### config.mk
export PLATFORM = sky130hd
export DESIGN_NAME = ppu_sprite_eval
export DESIGN_NICKNAME = d
export VERILOG_FILES = /design/src/rtl/ppu_pkg.sv /design/src/rtl/ppu_sprite_range_cmp.sv /design/src/rtl/ppu_sprite_eval.sv
export SDC_FILE = /design/constraint.sdc
export NUM_CORES = 1
export LEC_CHECK = 0
export ABC_CLOCK_PERIOD_IN_PS = 9200
export CORE_MARGIN = 3
export CORE_UTILIZATION = 40
export DETAILED_ROUTE_END_ITERATION = 6
export GPL_ROUTABILITY_DRIVEN = 0
export GPL_TIMING_DRIVEN = 1
export PLACE_DENSITY = 0.67
export REMOVE_ABC_BUFFERS = 1
export SETUP_SLACK_MARGIN = 0.15
export SYNTH_ARGS = -nofsm -noshare
export SYNTH_HDL_FRONTEND = slang
export SYNTH_SLANG_ARGS = --single-unit
### constraint.sdc
create_clock -name clk -period 9.2 [get_ports clk]
set_input_delay 1.38 -clock clk [delete_from_list [all_inputs] [get_ports clk]]
set_output_delay 1.38 -clock clk [all_outputs]
set_load 0.01 [all_outputs]
### src/rtl/ppu_pkg.sv
// Shared PPU types and timing constants.
// Contents:
//   sprite_eval_state_t  - sprite evaluation FSM states
//   dot constants        - CLEAR_END, EVAL_START, EVAL_END, OAMADDR_CLR_START/END
//   line constants       - LAST_VISIBLE, PRERENDER
//   sizing constants     - SEC_OAM_BYTES, MAX_SPRITES, SEC_OAM_FILL
package ppu_pkg;

    typedef enum logic [2:0] {
        StIdle,
        StClear,
        StEvalY,
        StEvalCopy,
        StEvalOvf,
        StDone
    } sprite_eval_state_t;

    localparam logic [8:0] CLEAR_END         = 9'd64;
    localparam logic [8:0] EVAL_START        = 9'd65;
    localparam logic [8:0] EVAL_END          = 9'd256;
    localparam logic [8:0] OAMADDR_CLR_START = 9'd257;
    localparam logic [8:0] OAMADDR_CLR_END   = 9'd320;

    localparam logic [8:0] LAST_VISIBLE      = 9'd239;
    localparam logic [8:0] PRERENDER         = 9'd261;

    localparam logic [5:0] SEC_OAM_BYTES     = 6'd32;
    localparam logic [3:0] MAX_SPRITES       = 4'd8;
    localparam logic [7:0] SEC_OAM_FILL      = 8'hFF;

endpackage

### src/rtl/ppu_sprite_range_cmp.sv
// Sprite vertical in-range test.
// Ports:
//   y        in  8 : sprite Y byte from OAM
//   scanline in  8 : low byte of the current scanline
//   height   in  5 : sprite height, 8 or 16
//   in_range out 1 : scanline falls within [y, y + height)
module ppu_sprite_range_cmp
    import ppu_pkg::*;
(
    input  logic [7:0] y,
    input  logic [7:0] scanline,
    input  logic [4:0] height,
    output logic       in_range
);

    logic [8:0] diff;

    // 9-bit unsigned difference: scanlines above the sprite wrap to a large value.
    always_comb begin
        diff     = {1'b0, scanline} - {1'b0, y};
        in_range = diff < {4'b0, height};
    end

endmodule

### src/rtl/ppu_sprite_eval.sv
// Sprite evaluation engine: clears secondary OAM, scans primary OAM for sprites on
// the current line, copies up to eight of them, and flags overflow (with the 2C02
// diagonal-scan behaviour).
// Ports:
//   clk, rst_n           : dot clock, async active-low reset
//   rendering_en         : BG or sprite rendering enabled
//   sprite_16            : 8x16 sprite mode
//   scanline, dot        : current raster position
//   oamaddr_in           : OAMADDR, sampled as the scan start
//   oam_raddr/oam_rdata  : primary OAM read port (async read)
//   sec_oam_*            : secondary OAM write port
//   oamaddr_clear        : force OAMADDR to 0 during sprite fetches
//   sprite_overflow_set  : one-dot pulse setting PPUSTATUS overflow
//   sprite_count         : sprites found for the next line
//   sprite0_next         : sprite 0 sits in secondary slot 0 for the next line
module ppu_sprite_eval
    import ppu_pkg::*;
(
    input  logic       clk,
    input  logic       rst_n,
    input  logic       rendering_en,
    input  logic       sprite_16,
    input  logic [8:0] scanline,
    input  logic [8:0] dot,
    input  logic [7:0] oamaddr_in,
    output logic [7:0] oam_raddr,
    input  logic [7:0] oam_rdata,
    output logic [4:0] sec_oam_waddr,
    output logic [7:0] sec_oam_wdata,
    output logic       sec_oam_we,
    output logic       oamaddr_clear,
    output logic       sprite_overflow_set,
    output logic [3:0] sprite_count,
    output logic       sprite0_next
);

    localparam logic [4:0] PTR_MAX = 5'(SEC_OAM_BYTES - 6'd1);

    sprite_eval_state_t state_q;
    logic [5:0] n_q;
    logic [1:0] m_q;
    logic [3:0] cnt_q;
    logic [4:0] ptr_q;
    logic       spr0_q;
    logic       first_q;
    logic [7:0] byte_q;

    logic       odd_dot;
    logic       eval_line;
    logic       in_eval;
    logic       in_range;
    logic       n_wrap;
    logic [4:0] ptr_inc;
    logic [4:0] height;

    assign odd_dot   = dot[0];
    assign eval_line = scanline <= LAST_VISIBLE;
    assign in_eval   = (state_q == StEvalY) || (state_q == StEvalCopy) || (state_q == StEvalOvf);
    assign n_wrap    = n_q == 6'd63;
    assign ptr_inc   = (ptr_q == PTR_MAX) ? ptr_q : ptr_q + 5'd1;
    assign height    = sprite_16 ? 5'd16 : 5'd8;
    assign oam_raddr = {n_q, m_q};

    ppu_sprite_range_cmp u_range_cmp (
        .y        (byte_q),
        .scanline (scanline[7:0]),
        .height   (height),
        .in_range (in_range)
    );

    always_comb begin
        sec_oam_we    = 1'b0;
        sec_oam_waddr = '0;
        sec_oam_wdata = SEC_OAM_FILL;
        case (state_q)
            StClear: begin
                if (!odd_dot && dot >= 9'd2 && dot <= CLEAR_END) begin
                    sec_oam_we    = 1'b1;
                    sec_oam_waddr = 5'(dot[6:1] - 6'd1);
                end
            end
            StEvalY, StEvalCopy: begin
                // Y bytes are only stored for sprites that are actually in range.
                if (!odd_dot && (state_q == StEvalCopy || in_range)) begin
                    sec_oam_we    = 1'b1;
                    sec_oam_waddr = ptr_q;
                    sec_oam_wdata = byte_q;
                end
            end
            default: ;
        endcase
        sec_oam_we = sec_oam_we & rendering_en;

        sprite_overflow_set = rendering_en && state_q == StEvalOvf && !odd_dot && in_range;
        oamaddr_clear       = rendering_en && dot >= OAMADDR_CLR_START
                              && dot <= OAMADDR_CLR_END && (eval_line || scanline == PRERENDER);
    end

    always_ff @(posedge clk or negedge rst_n) begin
        if (!rst_n) begin
            state_q      <= StIdle;
            n_q          <= '0;
            m_q          <= '0;
            cnt_q        <= '0;
            ptr_q        <= '0;
            spr0_q       <= 1'b0;
            first_q      <= 1'b0;
            byte_q       <= SEC_OAM_FILL;
            sprite_count <= '0;
            sprite0_next <= 1'b0;
        end else begin
            if (rendering_en && eval_line && dot == OAMADDR_CLR_START) begin
                sprite_count <= cnt_q;
                sprite0_next <= spr0_q;
            end

            if (in_eval && odd_dot) begin
                byte_q <= oam_rdata;
            end

            if (!rendering_en) begin
                state_q <= StIdle;
            end else if ((in_eval || state_q == StDone) && dot > EVAL_END) begin
                state_q <= StIdle;
            end else begin
                case (state_q)
                    StIdle: begin
                        if (dot == 9'd0 && eval_line) begin
                            state_q <= StClear;
                        end
                    end
                    StClear: begin
                        // Load on the last clear dot so the scan address is live at dot 65.
                        if (dot == EVAL_START - 9'd1) begin
                            n_q     <= oamaddr_in[7:2];
                            m_q     <= oamaddr_in[1:0];
                            cnt_q   <= '0;
                            ptr_q   <= '0;
                            spr0_q  <= 1'b0;
                            first_q <= 1'b1;
                            state_q <= StEvalY;
                        end
                    end
                    StEvalY: begin
                        if (!odd_dot) begin
                            first_q <= 1'b0;
                            if (in_range) begin
                                ptr_q   <= ptr_inc;
                                m_q     <= 2'd1;
                                state_q <= StEvalCopy;
                                if (first_q) begin
                                    spr0_q <= 1'b1;
                                end
                            end else begin
                                n_q <= n_q + 6'd1;
                                if (n_wrap) begin
                                    state_q <= StDone;
                                end
                            end
                        end
                    end
                    StEvalCopy: begin
                        if (!odd_dot) begin
                            ptr_q <= ptr_inc;
                            if (m_q == 2'd3) begin
                                m_q   <= 2'd0;
                                n_q   <= n_q + 6'd1;
                                cnt_q <= cnt_q + 4'd1;
                                if (n_wrap) begin
                                    state_q <= StDone;
                                end else if (cnt_q == MAX_SPRITES - 4'd1) begin
                                    state_q <= StEvalOvf;
                                end else begin
                                    state_q <= StEvalY;
                                end
                            end else begin
                                m_q <= m_q + 2'd1;
                            end
                        end
                    end
                    StEvalOvf: begin
                        // m advances alongside n without carrying: the diagonal-scan bug.
                        if (!odd_dot) begin
                            if (in_range) begin
                                state_q <= StDone;
                            end else begin
                                n_q <= n_q + 6'd1;
                                m_q <= m_q + 2'd1;
                                if (n_wrap) begin
                                    state_q <= StDone;
                                end
                            end
                        end
                    end
                    StDone: ;
                    default: state_q <= StIdle;
                endcase
            end
        end
    end

endmodule

==> results of run 1 <==
[synth_stat cells (3+ instances only)]
library cell	n
a211oi_1	3
a22o_1	5
a21o_1	7
a31oi_1	4
o2bb2ai_1	5
mux2i_1	3
nand2b_1	9
inv_1	19
nand2_1	33
o211ai_1	3
nor3b_1	7
nand3_1	8
nor2_1	21
nor3_1	7
nor4_1	3
clkbuf_1	11
a21oi_1	19
dfstp_2	8
a211o_1	5
xnor2_1	3
dfrtp_1	27
ha_1	14
o2111ai_1	3
and3_1	9
o21ai_0	15
mux2_2	14
a311oi_1	3
[per-stage QoR]
stage	total power, mW	cell area, µm²	util	worst slack [ns]	cells
floorplan	0.459	2660	-	3.77	295
global placement	0.559	3430	0.531	2.58	440
detailed placement	0.570	3430	0.531	2.46	440
CTS	0.691	3520	0.545	2.45	448
global route	0.740	3520	0.545	2.24	448
finish	0.685	3520	0.545	2.48	448
[flip-flops by register name, indices dropped and copies added (netlist names)]
signal,flops
byte_q,8
n_q,6
ptr_q,5
cnt_q,4
sprite_count,4
state_q,3
m_q,2
first_q,1
spr0_q,1
sprite0_next,1
[worst max path at each step]
stage                           start  depth (start not counted)         end  slack, ns
final                     scanline[2]                         14  sec_oam_we       2.48
after global routing      scanline[2]                         14  sec_oam_we       2.24
after CTS                 scanline[2]                         14  sec_oam_we       2.45
after detailed placement  scanline[2]                         14  sec_oam_we       2.46
after global placement    scanline[2]                         14  sec_oam_we       2.58
after floorplan           scanline[2]                         12  sec_oam_we       3.77
[metal layers]
metal | GRT usage | share of wire | vias up
met5 | 0 | 0 | -
met4 | 0.0316 | 0.0033 | 0
met3 | 0.0363 | 0.062 | 2
met2 | 0.296 | 0.47 | 75
met1 | 0.262 | 0.47 | 1202
li1 | - | - | 1261
[cells by family after synthesis]
kind of cell | synth area share
compound gates | 0.261
buf+inv | 0.0444
simple gates | 0.204
xor+xnor | 0.0162
flops | 0.327
fa+ha+maj | 0.0685
mux | 0.0777
[layout make-up]
type                            instances  area share
Multi-Input combinational cell        241       0.482
Sequential cell                        35       0.252
Timing Repair Buffer                   68       0.192
Tap cell                               77      0.0274
Inverter                               19      0.0202
Clock buffer                            5      0.0195
Clock inverter                          3     0.00710
[power by group]
group,leakage [nW],switching [mW],internal [mW]
Combinational,1.01,0.166,0.158
Clock,0.0443,0.0653,0.0542
Sequential,0.449,0.0362,0.205
==> results.toml, run 1 <==
[logic_synthesis]
synth_cell_type_count = 59
syn_area_per_cell_um2 = 8.81
synth_area_leaders = "dfrtp_1 (25%), dfstp_2 (7.8%), ha_1 (6.5%)"
syn_area_mm2 = 0.00271
yosysTopAreaCellShare = 0.250
yosysSeqAreaShare = 0.327
yosys_warnings = 0
synth_edf_count = 0
yosys_most_used_dff = "dfrtp_1"
ys_ff_latch = 35
syn_inst = 307
synth_top_cell_by_area = "dfrtp_1"
async_flop_share = 1.00

[clock_network]
clockBufferDepth = 2
cts.sinks = 35
ctsHoldBuffers = 0
cts_resized = 0
post_cts_buffers = 0
cts-buffers-inserted = 5
cts_tree = "built"
cts-root-buf = "clkbuf_8"
clkTransAtPathRegs_ns = 0.09
htree_levels = 2
insertion_delay_ns = 0.29

[global_route]
antenna_found_initial = 0
grt_pass1_vias = 2419
groute.usage.overall = 0.184
grt_max_degree = 36
grt_overflow = 0
grt_pass1_wl_um = 11500

[setup_path]
r2r_slack_ns = 5.56
cp_max_fo = 14
cpLargestDelayFamily = "compound AO/OA/AOI/OAI gates"
rr_startpoint = "byte_q[2]"
r2r_cells = 13
slowest_stage = "a2111oi_4"
start_kind = "input pin"
path_buf_inv = 3
cpPeakStageDelay_ns = 0.54
critPathArrivalTime_ns = 5.34
path_cells = "clkdlybuf4s50_1 > ha_1 > a21o_1 > a31o_2 > a21oi_1 > xnor2_1 > ha_1 > inv_1 > a211oi_1 > a2111oi_4 > and2_1 > o21a_2 > o2111a_1 > clkdlybuf4s50_1"
crit_required_ns = 7.82
rr_endpoint = "m_q[0]"
critPathKind = "in -> out"
critPathCaptureType = "primary output"

[die]
die-width_um = 88.2
dieArea_mm2 = 0.00779
dieHeight_um = 88.2
io_pins = 67
core-area_mm2 = 0.00646
num_rows = 29
start_util = 0.419

[power_and_ir_drop]
p_per_area_mw_per_mm2 = 194
leakagePower_nw = 1.50
irDropWorstVdd_uv = 102

[run_status]
status = "complete, no violations"

[drt]
firstDrtPassIters = 4
drt_wl_total_um = 6920
vias = 2540
drt_iter0_markers = 171
antenna_left = 0
vias_per_cell = 5.67
drc_errors = 0
wl_per_cell_um = 15.4

[flow_run]
max_cap_violations = 0

[timing]
final_hold_viol_count = 0
maxSlewHeadroom = 0.373
clock_skew_ns = 0.00935
final.setup.tns_ns = 0
hold_slack_ns = 0.517
finalCritPeriodShare = 0.731
fin_crit_ns = 6.72
rsz0062_at_grt = "false"
fmax_mhz = 149
tightestPinTransition_ns = 0.936
finalMaxSlewViolations = 0
setup_viol = 0

[finish]
nFillCells = 639
nets = 422
layout_common_cells = "clkdlybuf4s50_1 (66), nand2_1 (33), dfrtp_1 (27)"
regArea_um2 = 886
final_common_cell = "clkdlybuf4s50_1"
syn_to_final_growth_pct = 30.2
n_antenna_cell = 0
drive_above_1_share = 0.116
multi_input_area_mm2 = 0.00170

[hold_path]
hold_class = "reg -> reg"
hold_path_depth = 1
hold_start = "sprite_count[3]"
hold_end = "sprite_count[3]"

[placed_design]
portBuffers = 66
dp_hpwl_um = 5270
(Power assumes the default switching activity.)
==> run 2, diff against run 1 <==
ABC_CLOCK_PERIOD_IN_PS = 5600   (was 9200)
PLACE_DENSITY = 0.7   (was 0.67)
clock period = 5.6 ns   (was 9.2 ns; I/O delays follow)
==> run 2 against run 1 <==
Sequential share of layout area shrank 0.080 points. Hold slack worse by 0.0053 ns. Count of clock-buffer cells in the layout grew 1. Combinational power grew 70%. Clock power is 51% higher. Utilization is 0.17 points higher. Via count is 0.94% higher. Register-to-register slack worse by 3.6 ns. Sequential cell count did not move. Cell count increased by 0.45%. First-iteration DRC count down 46%. Clock skew shrank 0.0059 ns.
==> results.toml, run 2 (synthesis gave the netlist of run 1 again) <==
[die]
dieHeight_um = 88.2
core-area_mm2 = 0.00646
num_rows = 29
start_util = 0.419
io_pins = 67
die-width_um = 88.2
dieArea_mm2 = 0.00779

[setup_path]
r2r_slack_ns = 1.93
path_buf_inv = 3
critPathArrivalTime_ns = 4.46
rr_endpoint = "m_q[0]"
cpPeakStageDelay_ns = 0.54
slowest_stage = "clkdlybuf4s50_1"
crit_required_ns = 4.76
start_kind = "input pin"
rr_startpoint = "byte_q[2]"
path_cells = "clkdlybuf4s50_1 > ha_1 > a21o_1 > a31o_2 > a21oi_1 > xnor2_1 > ha_1 > inv_1 > a211oi_2 > a2111oi_4 > and2_1 > o21a_2 > o2111a_1 > clkdlybuf4s50_1"
cpLargestDelayFamily = "compound AO/OA/AOI/OAI gates"
critPathKind = "in -> out"
critPathCaptureType = "primary output"
cp_max_fo = 7
r2r_cells = 14

[drt]
drt_wl_total_um = 6840
drc_errors = 0
wl_per_cell_um = 15.2
drt_iter0_markers = 92
firstDrtPassIters = 4
antenna_left = 0
vias_per_cell = 5.70
vias = 2564

[power_and_ir_drop]
p_per_area_mw_per_mm2 = 320
total_power_mw = 1.13
irDropWorstVdd_uv = 192
seq_power_share = 0.351
switching_share = 0.386
power_frac_clock = 0.160
power_switching_mw = 0.436
leakagePower_nw = 1.51
comb_power_share = 0.488
p_int_mw = 0.694

[timing]
maxSlewHeadroom = 0.367
clock_skew_ns = 0.00342
rsz0062_at_grt = "false"
setup_viol = 0
finalMaxSlewViolations = 0
finalCritPeriodShare = 0.947
fmax_mhz = 189
tightestPinTransition_ns = 0.946
fin_crit_ns = 5.30
final.setup.tns_ns = 0
final_hold_viol_count = 0

[clock_network]
htree_levels = 2
cts-buffers-inserted = 5
clockBufferDepth = 2
cts-root-buf = "clkbuf_8"
insertion_delay_ns = 0.28
cts.sinks = 35
cts_tree = "built"
clkTransAtPathRegs_ns = 0.07
post_cts_buffers = 0

[finish]
top_register = "byte_q"
layout_common_cells = "clkdlybuf4s50_1 (66), nand2_1 (33), dfrtp_1 (27)"
final_common_cell = "clkdlybuf4s50_1"
stdcell_count = 450
largest_register_ffs = 8
syn_to_final_growth_pct = 30.6
nets = 424
drive_above_1_share = 0.121
reg_top3 = "byte_q (8), n_q (6), ptr_q (5)"
nFillCells = 597
n_antenna_cell = 0

[global_route]
groute.usage.overall = 0.179
grt_max_degree = 36
antenna_found_initial = 0
grt_pass1_vias = 2427
grt_overflow = 0
grt_pass1_wl_um = 11300

[run_status]
status = "complete, no violations"

[hold_path]
hold_class = "reg -> reg"
hold_end = "sprite_count[2]"
hold_path_depth = 1
hold_start = "sprite_count[2]"

[placed_design]
portBuffers = 66
dp_hpwl_um = 5140
dpl.cell_count = 442

[flow_run]
max_cap_violations = 0
==> run 2: changes by cell type in the layout (fill, tap and decap cells not counted) <==
cell / previous run / this run
a211oi_1: 3 / 2
a211oi_2: 1 / 2
clkinv_4: 2 / 0
clkinv_2: 0 / 1
buf_4: 2 / 4
clkbuf_1: 0 / 1
==> run 2: how the worst max path moves through the flow <==
stage                     start               end  slack (ns)  cells past startpoint
detailed placement  scanline[2]  sec_oam_wdata[0]        0.27                     15
CTS                 scanline[2]  sec_oam_wdata[0]        0.26                     15
global route        scanline[2]  sec_oam_wdata[3]        0.15                     15
global placement    scanline[2]  sec_oam_wdata[0]        0.38                     15
finish              scanline[2]        sec_oam_we        0.30                     14
floorplan           scanline[2]        sec_oam_we        1.25                     12
==> run 2: through the flow <==
stage          utilization  hold slack [ns]  setup slack, ns  cell area (µm²)
2_1_floorplan            -            0.461             1.25             2660
3_3_place_gp         0.533            0.496            0.378             3440
3_5_place_dp         0.533            0.499            0.267             3440
4_1_cts              0.546            0.516            0.257             3530
5_1_grt              0.547            0.535            0.153             3530
6_report             0.547            0.512            0.296             3530
==> run 2: what timing repair did <==
action,CTS,global route
hold buffers,0,0
hold endpoints to repair,0,0
setup endpoints to repair,0,12
gates resized for setup,0,1
==> run 2: worst reg2reg max path: stages (launching register included) <==
cell and delay, ns:
dfstp_2 0.53, inv_1 0.06, ha_1 0.32, a21o_1 0.21, a31o_2 0.24, a21oi_1 0.33, xnor2_1 0.12, ha_1 0.28
inv_1 0.04, a211oi_2 0.21, a2111oi_4 0.08, buf_4 0.19, a311o_1 0.31, a31oi_1 0.28, mux2_1 0.36
==> run 2: routing by layer <==
layer  part of all wire  vias to the layer above  global-route usage
met4              0.010                        0              0.0467
met1               0.47                     1199               0.253
li1                   -                     1267                   -
met3              0.067                        8              0.0345
met5                  0                        -                   0
met2               0.45                       90               0.283
==> run 2: power groups by stage <==
| stage | clock [mW] | combinational (mW) | sequential, mW |
|---|---|---|---|
| global route | 0.193 | 0.606 | 0.408 |
| floorplan | 0 | 0.353 | 0.401 |
| global placement | 0 | 0.530 | 0.402 |
| CTS | 0.185 | 0.546 | 0.397 |
| detailed placement | 0 | 0.542 | 0.400 |
| finish | 0.181 | 0.552 | 0.397 |
==> run 2: final cells by class <==
type                       count  area (µm²)  area share
clock buffer                   6        72.6      0.0205
multi-input combinational    241        1700       0.482
inverter                      19        71.3      0.0202
timing repair buffer          70         691       0.195
sequential                    35         886       0.251
clock inverter                 2        12.5     0.00354
tap                           77        96.3      0.0273
